$ cat src/rtl/fetch_pkg.sv
// -----------------------------------------------------------------------------
// fetch_pkg
// Shared definitions for the instruction fetch sequencer:
//   state_e          - sequencer state encoding (IDLE/FETCH/RUN/RELEASE/HALT)
//   INSTR_BYTES      - bytes per instruction fetched from byte-wide memory
//   PC_STEP          - sequential PC increment
//   DEFAULT_RESET_PC - default PC after reset
//   BYTE_CNT_W       - width of the fetch byte counter (counts 0..INSTR_BYTES)
// -----------------------------------------------------------------------------
package fetch_pkg;

  typedef enum logic [2:0] {
    ST_IDLE    = 3'd0,
    ST_FETCH   = 3'd1,
    ST_RUN     = 3'd2,
    ST_RELEASE = 3'd3,
    ST_HALT    = 3'd4
  } state_e;

  localparam int unsigned INSTR_BYTES      = 4;
  localparam logic [31:0] PC_STEP          = 32'd4;
  localparam logic [31:0] DEFAULT_RESET_PC = 32'h0000_0000;
  localparam int unsigned BYTE_CNT_W       = $clog2(INSTR_BYTES + 1);

endpackage

$ cat src/rtl/fetch_watchdog.sv
// -----------------------------------------------------------------------------
// fetch_watchdog
// Counts cycles spent in RUN and flags expiry when the executor has not
// answered within TIMEOUT_CYCLES cycles. Only instantiated by fetch_sequencer
// when FETCH_TIMEOUT_EN is defined.
//
// Ports:
//   clk       in   system clock, rising edge
//   rst       in   synchronous active-high reset
//   clear_i   in   restart the count (asserted on the cycle that enters RUN)
//   en_i      in   count this cycle (sequencer is in RUN)
//   expire_o  out  high during the TIMEOUT_CYCLES-th RUN cycle
// -----------------------------------------------------------------------------
module fetch_watchdog #(
  parameter int unsigned TIMEOUT_CYCLES = 64,
  parameter int unsigned CNT_W          = $clog2(TIMEOUT_CYCLES + 1)
) (
  input  logic clk,
  input  logic rst,
  input  logic clear_i,
  input  logic en_i,
  output logic expire_o
);

  logic [CNT_W-1:0] cnt_q, cnt_d;

  // cnt_q holds the number of RUN cycles already completed, so the first RUN
  // cycle sees 0 and the last permitted one sees TIMEOUT_CYCLES-1.
  assign expire_o = en_i && (cnt_q == CNT_W'(TIMEOUT_CYCLES - 1));

  always_comb begin
    cnt_d = cnt_q;
    if (clear_i) begin
      cnt_d = '0;
    end else if (en_i && !expire_o) begin
      cnt_d = cnt_q + CNT_W'(1);
    end
  end

  always_ff @(posedge clk) begin
    if (rst) begin
      cnt_q <= '0;
    end else begin
      cnt_q <= cnt_d;
    end
  end

endmodule

$ cat src/rtl/fetch_sequencer.sv
// -----------------------------------------------------------------------------
// fetch_sequencer
// Initiator side of the run/ok instruction handshake. Owns the program
// counter, fetches each 32-bit instruction as four little-endian bytes from
// byte-wide main memory (1-cycle read latency), presents it with run high,
// waits for ok, applies any executor redirect and moves to the next PC.
//
// Optional feature macro: FETCH_TIMEOUT_EN
//   defined   - RUN watchdog; after TIMEOUT_CYCLES without ok the sequencer
//               drops run, sets the sticky fault flag and halts (pc kept).
//   undefined - no watchdog, fault tied low, RUN waits for ok indefinitely.
//
// Ports:
//   clk              in   system clock, rising edge
//   rst              in   synchronous active-high reset
//   start            in   level enable; low stops at next instruction boundary
//   MMemory_raddr    out  byte read address (ADDR_W bits)
//   MMemory_rdata    in   read data for the address registered last cycle
//   instr            out  assembled instruction, stable while run=1
//   run              out  instruction valid / execute request
//   ok               in   executor done; held high until run falls
//   PC_decode_wdata  in   redirect target
//   PC_decode_wren   in   redirect strobe, any cycle while run=1
//   intr             in   halt request, sampled together with ok
//   pc               out  address of the current instruction
//   halted           out  sequencer stopped in HALT
//   fault            out  watchdog expiry flag (sticky until rst)
// -----------------------------------------------------------------------------
module fetch_sequencer
  import fetch_pkg::*;
#(
  parameter logic [31:0] RESET_PC       = DEFAULT_RESET_PC,
  parameter int unsigned ADDR_W         = 19,
  parameter int unsigned TIMEOUT_CYCLES = 64
) (
  input  logic              clk,
  input  logic              rst,
  input  logic              start,
  output logic [ADDR_W-1:0] MMemory_raddr,
  input  logic [7:0]        MMemory_rdata,
  output logic [31:0]       instr,
  output logic              run,
  input  logic              ok,
  input  logic [31:0]       PC_decode_wdata,
  input  logic              PC_decode_wren,
  input  logic              intr,
  output logic [31:0]       pc,
  output logic              halted,
  output logic              fault
);

  localparam logic [BYTE_CNT_W-1:0] CNT_LAST = BYTE_CNT_W'(INSTR_BYTES);

  state_e                  state_q, state_d;
  logic [31:0]             pc_q, pc_d;
  logic [ADDR_W-1:0]       raddr_q, raddr_d;
  logic [31:0]             instr_q, instr_d;
  logic                    run_q, run_d;
  logic                    halted_q, halted_d;
  logic [31:0]             redir_q, redir_d;
  logic                    redir_vld_q, redir_vld_d;
  logic [BYTE_CNT_W-1:0]   cnt_q, cnt_d;
  logic                    guard_q, guard_d;
  logic                    halt_req_q, halt_req_d;

  logic [31:0]             pc_next;
  logic                    ok_acc;
  logic                    wd_expire;
  logic                    timeout_hit;

  // A pending redirect replaces the sequential step; both wrap at 32 bits.
  assign pc_next = redir_vld_q ? redir_q : pc_q + PC_STEP;

  // guard_q is set when ok was still high in the last FETCH cycle: that ok
  // belongs to the previous instruction and is ignored for one RUN cycle.
  assign ok_acc = ok && !guard_q;

  assign timeout_hit = (state_q == ST_RUN) && !ok_acc && wd_expire;

`ifdef FETCH_TIMEOUT_EN
  logic fault_q, fault_d;

  fetch_watchdog #(
    .TIMEOUT_CYCLES(TIMEOUT_CYCLES)
  ) u_watchdog (
    .clk     (clk),
    .rst     (rst),
    .clear_i ((state_q == ST_FETCH) && (cnt_q == CNT_LAST)),
    .en_i    (state_q == ST_RUN),
    .expire_o(wd_expire)
  );

  assign fault_d = fault_q | timeout_hit;

  always_ff @(posedge clk) begin
    if (rst) begin
      fault_q <= 1'b0;
    end else begin
      fault_q <= fault_d;
    end
  end

  assign fault = fault_q;
`else
  assign wd_expire = 1'b0;
  assign fault     = 1'b0;
`endif

  always_comb begin
    state_d     = state_q;
    pc_d        = pc_q;
    raddr_d     = raddr_q;
    instr_d     = instr_q;
    run_d       = run_q;
    halted_d    = halted_q;
    redir_d     = redir_q;
    redir_vld_d = redir_vld_q;
    cnt_d       = cnt_q;
    guard_d     = guard_q;
    halt_req_d  = halt_req_q;

    case (state_q)
      ST_IDLE: begin
        if (start) begin
          state_d = ST_FETCH;
          raddr_d = pc_q[ADDR_W-1:0];
          cnt_d   = '0;
        end
      end

      // cnt_q=k drives byte address pc+k (k<4); because the memory answers
      // one cycle later, cnt_q=k+1 captures byte k. cnt_q=4 takes the last
      // byte and enters RUN.
      ST_FETCH: begin
        for (int k = 0; k < INSTR_BYTES; k++) begin
          if (cnt_q == BYTE_CNT_W'(k + 1)) begin
            instr_d[8*k +: 8] = MMemory_rdata;
          end
        end
        if (cnt_q < BYTE_CNT_W'(INSTR_BYTES - 1)) begin
          raddr_d = raddr_q + ADDR_W'(1);
        end
        if (cnt_q == CNT_LAST) begin
          state_d = ST_RUN;
          run_d   = 1'b1;
          guard_d = ok;
        end else begin
          cnt_d = cnt_q + BYTE_CNT_W'(1);
        end
      end

      ST_RUN: begin
        guard_d = 1'b0;
        // Latched even in the ok cycle, so a same-cycle strobe still counts.
        if (PC_decode_wren) begin
          redir_d     = PC_decode_wdata;
          redir_vld_d = 1'b1;
        end
        if (ok_acc) begin
          run_d      = 1'b0;
          halt_req_d = intr;
          state_d    = ST_RELEASE;
        end else if (timeout_hit) begin
          run_d    = 1'b0;
          halted_d = 1'b1;
          state_d  = ST_HALT;
        end
      end

      // One run=0 cycle so the executor can drop ok; the start level is only
      // looked at here, so a falling start never cuts an instruction short.
      ST_RELEASE: begin
        pc_d        = pc_next;
        redir_vld_d = 1'b0;
        halt_req_d  = 1'b0;
        if (halt_req_q) begin
          halted_d = 1'b1;
          state_d  = ST_HALT;
        end else if (!start) begin
          state_d = ST_IDLE;
        end else begin
          state_d = ST_FETCH;
          raddr_d = pc_next[ADDR_W-1:0];
          cnt_d   = '0;
        end
      end

      ST_HALT: begin
        state_d = ST_HALT;
      end

      default: begin
        state_d = ST_IDLE;
      end
    endcase
  end

  always_ff @(posedge clk) begin
    if (rst) begin
      state_q     <= ST_IDLE;
      pc_q        <= RESET_PC;
      raddr_q     <= '0;
      instr_q     <= '0;
      run_q       <= 1'b0;
      halted_q    <= 1'b0;
      redir_q     <= '0;
      redir_vld_q <= 1'b0;
      cnt_q       <= '0;
      guard_q     <= 1'b0;
      halt_req_q  <= 1'b0;
    end else begin
      state_q     <= state_d;
      pc_q        <= pc_d;
      raddr_q     <= raddr_d;
      instr_q     <= instr_d;
      run_q       <= run_d;
      halted_q    <= halted_d;
      redir_q     <= redir_d;
      redir_vld_q <= redir_vld_d;
      cnt_q       <= cnt_d;
      guard_q     <= guard_d;
      halt_req_q  <= halt_req_d;
    end
  end

  assign MMemory_raddr = raddr_q;
  assign instr         = instr_q;
  assign run           = run_q;
  assign pc            = pc_q;
  assign halted        = halted_q;

endmodule
$ cat config.mk
export PLATFORM = sky130hd
export DESIGN_NAME = fetch_sequencer
export DESIGN_NICKNAME = d
export VERILOG_FILES = /design/src/rtl/fetch_pkg.sv /design/src/rtl/fetch_watchdog.sv /design/src/rtl/fetch_sequencer.sv
export SDC_FILE = /design/constraint.sdc
export NUM_CORES = 1
export LEC_CHECK = 0
export ABC_AREA = 1
export CORE_UTILIZATION = 35
export CTS_CLUSTER_DIAMETER = 60
export CTS_CLUSTER_SIZE = 12
export DETAILED_ROUTE_END_ITERATION = 16
export GPL_TIMING_DRIVEN = 0
export PLACE_DENSITY_LB_ADDON = 0.3
export SYNTH_ARGS = -nofsm -noshare
export SYNTH_HDL_FRONTEND = slang
export SYNTH_SLANG_ARGS = --single-unit
$ cat constraint.sdc
create_clock -name clk -period 1.7 [get_ports clk]
set_input_delay 0.51 -clock clk [delete_from_list [all_inputs] [get_ports clk]]
set_output_delay 0.51 -clock clk [all_outputs]
set_load 0.01 [all_outputs]
Yosys cells after proc, flatten, opt, wreduce, memory -nomap -nowiden
Index checks and enable logic that the tools add are counted.
{ "word_totals": {"reg_bits": 126, "latchBits": 0, "ram_bits": 0, "rom_bits": 0, "in_bits": 46, "out_inout_bits": 86, "word_cells": 78, "mem_count": 0} }
{ "op_classes": {"addsub": 3, "mul": 0, "n_div": 0, "n_lt_le_gt_ge": 1, "n_eq_ne": 16, "n_shift": 0, "muxes": 25, "bitwise_logic": 0, "n_reduce_logical": 19} }
{ "ops": {"columns": ["operator", "n"], "rows": [
  ["2-to-1 mux 19 bit", 4],
  ["one-hot mux 19 bit (3 select lines)", 1],
  ["adder 32 x 3 -> 32 bit (second input constant)", 1],
  ["2-to-1 mux 32 bit", 1],
  ["2-to-1 mux 3 bit", 7],
  ["adder 19 x 1 -> 19 bit (second input constant)", 1],
  ["AND reduction 2 bit", 9],
  ["!= test 2 bit (second input constant)", 8],
  ["one-hot mux 3 bit (5 select lines)", 1],
  ["equality test 3 x 2 -> 1 bit (second input constant)", 4],
  ["one-hot mux 3 bit (3 select lines)", 1],
  ["AND reduction 3 bit", 3],
  ["one-hot mux 1 bit (2 select lines)", 4],
  ["equality test 3 x 1 -> 1 bit (second input constant)", 2],
  ["equality test 3 bit (second input constant)", 2],
  ["2-to-1 mux 1 bit", 6],
  ["AND reduction 5 bit", 1],
  ["nonzero test 2 bit", 2],
  ["adder 3 x 1 -> 3 bit (second input constant)", 1],
  ["logical NOT 3 bit", 1],
  ["less-than comparator 3 x 2 -> 1 bit (second input constant)", 1],
  ["nonzero test 3 bit", 1],
  ["logical AND 1 bit", 1],
  ["logical NOT 1 bit", 1]
]} }

Depth between registers and ports, before layout
{ "depth": {"depth_word": 5, "mapped_depth": 12, "depth_no_buf": 12} }

Worst setup path after synthesis
OpenSTA, ideal clock, no wires.
{ "synth_path": {"path_type": "reg-to-reg", "startpoint": "reg raddr_q[0] (netlist: MMemory_raddr[0])", "endpoint": "reg raddr_q[12] (netlist: MMemory_raddr[12])", "setup_ps": 113, "arrival_ps": 1523, "t_required_ps": 1587, "setup_slack_ps": 64, "stages_incl_launch_ff": 11, "path_buffers": 0, "synth_period_minus_slack_ps": 1636, "cell_sequence": "dfxtp_1 ha_1 nand2_1 nor2_1 nand3_1 inv_1 nand3_1 nand3_1 nand2_1 o21ai_1 inv_1"} }
{ "synth_between": {"elab_chain_len": 3} }
{ "synth_rtl": {"columns": ["element", "line_no", "text"], "rows": [
  ["from (decl)", "fetch_sequencer.sv:56", "logic [ADDR_W-1:0] raddr_q, raddr_d;"],
  ["from (signal assigned)", "fetch_sequencer.sv:214", "raddr_q <= raddr_d;"],
  ["adder 19 x 1 -> 19 bit", "fetch_sequencer.sv:141", "raddr_d = raddr_q + ADDR_W'(1);"],
  ["2-to-1 mux 19 bit", "fetch_sequencer.sv:140", "if (cnt_q < BYTE_CNT_W'(INSTR_BYTES - 1)) begin"],
  ["one-hot mux 19 bit (3 select lines)", "fetch_sequencer.sv:122", "case (state_q)"]
]} }
Every way passes these cells. The select of a mux whose other input is x is not followed.
A chain may end at the register's enable or synchronous reset.

Worst setup path after layout
{ "layout_path": {"startpoint": "in start", "endpoint": "reg raddr_q[11] (netlist: MMemory_raddr[11])"} }
{ "layout_between": {"elab_chain_len": 2, "elab_cells_between_ends": 3, "classes_between": "eq/ne: 2; reduce/logical: 1"} }
{ "layout_rtl": {"columns": ["element", "line_no", "text"], "rows": [
  ["from (decl)", "fetch_sequencer.sv:38", "input logic start,"],
  ["!= test 2 bit (no source line)", null, null],
  ["AND reduction 5 bit (no source line) (*)", null, null]
]} }
Mark *: on every way between the ends. The rest lies on a longest branch, timed or not.

==> reports/metrics.csv <==
stage;metric;value;unit
critical_path;Startpoint Class;input port;
layout;layout cells sized above 1;0.148;
placement;RePlAce Congestion;0.913;
critical_path;Reg2Reg Capture Point;MMemory_raddr[12];
clocking;hold_buf cts;0;
power_and_ir_drop;Lkg Pwr;3.77;nW
synthesis;share of synthesized registers carrying an async set or reset;0;
grt;initial antenna violation count;0;
synthesis;Synth top cells by count;nand2_1 (191), nor2_1 (144), dfxtp_1 (126);
synthesis;Gate Count Post-Synth;956;
floorplan;row count;49;
synthesis;top-area cell type share of the netlist area;0.393;
synthesis;most numerous cell in the Yosys netlist;nand2_1;
floorplan;Die Height;137;um
layout;nets@finish;1164;
clocking;# clock sinks;126;
placement;Post-Place Cells;1314;
grt;first-pass GRT wire length;32700;um
grt;gr usage total;0.227;
detailed_routing;Post-Route WL;20900;um
layout;area delta synth->final;36.1;%
detailed_routing;# DRC;0;
detailed_routing;Antenna Nets Post-Route;0;
clocking;htree depth;4;
synthesis;Warnings, synthesis;0;
critical_path;FF-to-FF setup slack;0.09;ns
synthesis;Syn Nets;1008;
timing;final worst setup slack;0.0466;ns
critical_path;Worst EP arrival;1.97;ns
timing;minimum clock period;1.65;ns
floorplan;I/O pins;132;
timing;Clock Skews;0.00747;ns
clocking;worst-skew pair later-pin latency;0.43;ns
layout;count of non-filler cells in the finished layout;1354;
clocking;Clock transition at path regs;0.06;ns
power_and_ir_drop;worst vdd ir;0.714;mV
detailed_routing;WL per Instance;15.5;um
synthesis;Netlist cell types;39;
timing;Worst Tran Pin Value;0.699;ns
synthesis;area leader, netlist;dfxtp_1;
run_status;outcome;complete, no violations;
critical_path;reg2reg path depth;12;
flow_run;max-cap viol count;0;
synthesis;synthesis-stage register bit count;126;
critical_path;Setup crit end kind;flip-flop;
layout;antenna cells;0;
worst_hold_path;Hold Path Class;reg -> reg;
detailed_routing;detailed-route via count;6935;
clocking;CTS tree;built;
grt;vias in the first global route;6300;
critical_path;kind of critical path;in -> reg;
grt;pin count of the biggest net entering global routing;17;
critical_path;CP peak stage delay;0.42;ns
synthesis;Area contributors post-synth;dfxtp_1 (39%), nand2_1 (11%), nor2_1 (8.4%);
power_and_ir_drop;PwrDens;825;nW/um^2
timing;Final setup viols;0;
clocking;deepest clock path buffer count;2;
floorplan;die area;18900;sq um
critical_path;worst r2r src;pc[3];
clocking;TritonCTS Buffers;17;
synthesis;post-synthesis sequential area ratio;0.393;
floorplan;initial core utilization;0.357;
floorplan;die width;137;um
placement;pre-CTS WS;-0.445;ns
detailed_routing;Via density;5.12;
grt;Top Usage Layer GRT;met2;
placement;I/O Buffers;129;
grt;Global Route met1 Usage;0.299;
synthesis;Syn Area/Cell;6.71;sq um
layout;post-layout util;0.486;
synthesis;Top FF cell, synth;dfxtp_1;
timing;Hold Violations, Final;0;
timing;Slew HR;0.534;
grt;met3 Use GR;0.0567;
placement;post-DP HPWL;15800;um
synthesis;Synth Cell Area;6420;sq um
timing;fin. max-slew vios;0;
floorplan;Core ar.;18000;sq um
critical_path;CP startpoint;start;
synthesis;number of synthesized flops with an enable pin;0;
timing;Max Clock Freq;605;MHz
grt;grt total ovfl;0;
critical_path;CP endpoint;MMemory_raddr[11];
critical_path;CP max-delay cell;clkdlybuf4s50_1;
timing;RSZ-0062 raised after global routing;true;
timing;crit share post-route;0.973;
critical_path;CP Max Fanout;10;
critical_path;Worst Path Required;2.01;ns
critical_path;worst-path cell chain;clkdlybuf4s50_1, inv_2, nand4_1, a21oi_2, nor2_4, buf_12, buf_6, o21ai_0, nor2_1;
clocking;root buf cell;clkbuf_16;
grt;met2 Use GR;0.355;
detailed_routing;Pre-antenna DRT Iters;6;
detailed_routing;DRT iter0 DRCs;619;
==> registers in the layout, summed over array words and instances, names as in the netlist <==
| signal | count |
|---|---|
| guard_q | 1 |
| halt_req_q | 1 |
| halted | 1 |
| state_q | 3 |
| instr | 32 |
| redir_vld_q | 1 |
| pc | 32 |
| MMemory_raddr | 19 |
| redir_q | 32 |
| run | 1 |
| cnt_q | 3 |
==> where the power goes <==
part / switching (mW) / internal (mW) / total (mW)
registers: 0.0625 / 3.00 / 3.06
logic: 0.343 / 0.273 / 0.616
clock network: 1.59 / 1.94 / 3.53
total: 2.00 / 5.21 / 7.21
==> metrics by stage <==
stage / hold slack (ns) / setup TNS, ns / cell area (sq um) / power [mW]
after floorplan: 0.429 / 0 / 6420 / 3.42
after CTS: 0.446 / 0 / 8560 / 7.22
after global routing: 0.454 / -0.0532 / 8730 / 7.46
final: 0.445 / 0 / 8730 / 7.21
after global placement: 0.435 / -14.33 / 7990 / 3.74
after detailed placement: 0.440 / -15.33 / 7990 / 3.74
==> per-layer routing <==
metal	wire length, um	vias to the layer above
li1	-	3461
met4	560	0
met2	9500	230
met3	1440	42
met1	9430	3202
met5	0	-
==> what timing repair did <==
item / 4_1_cts / 5_1_grt
gates cloned: 0 / 0
buffers inserted: 1 / 7
gates resized for setup: 143 / 41
setup endpoints to repair: 105 / 59
pin swaps: 3 / 7
==> area by class of cell <==
| type | count | area, sq um |
|---|---|---|
| Timing Repair Buffer | 137 | 1260 |
| Tap cell | 229 | 287 |
| Clock buffer | 17 | 425 |
| Multi-Input combinational cell | 691 | 3420 |
| Sequential cell | 126 | 2590 |
| Inverter | 101 | 382 |
| Buffer | 38 | 226 |
| Fill cell | 1853 | 9230 |
| Clock inverter | 15 | 139 |
==> worst min path at each step <==
stage                      end        from  depth (start not counted)
floorplan           redir_q[2]  redir_q[2]                          2
global placement     instr[23]   instr[23]                          2
detailed placement   instr[22]   instr[22]                          2
CTS                  instr[22]   instr[22]                          2
global route         instr[21]   instr[21]                          2
finish               instr[23]   instr[23]                          2
==> cells in the final DEF, fill, tap and decap left out, types with 18 or more instances in the layout <==
| cell | n |
|---|---|
| nand2_1 | 190 |
| inv_1 | 88 |
| dfxtp_1 | 82 |
| o21ai_0 | 89 |
| nor2_1 | 136 |
| clkdlybuf4s50_1 | 44 |
| o22ai_1 | 18 |
| dfxtp_2 | 37 |
| o21ai_1 | 20 |
| a21oi_1 | 85 |
| dlygate4sd2_1 | 85 |
| nand3_1 | 53 |
==> logic make-up (layout without fill, tap and decap cells) <==
logic type	count (synthesis)	after routing	share of synthesized area
and+or+nand+nor	446	446	0.303
buffers and inverters	139	308	0.0920
xor gates and xnor gates	9	9	0.0123
adders and majority gates	6	6	0.0117
AOI/OAI and AO/OA	229	229	0.188
other	1	1	0.000584
DFF	126	126	0.393
==> worst max-delay path: cells and delay by family <==
kind	cells	cell delay, ns
AOI/OAI and AO/OA	2	0.37
buffers and inverters	4	0.78
and+or+nand+nor	3	0.30
Power figures use the tool's default switching activity.
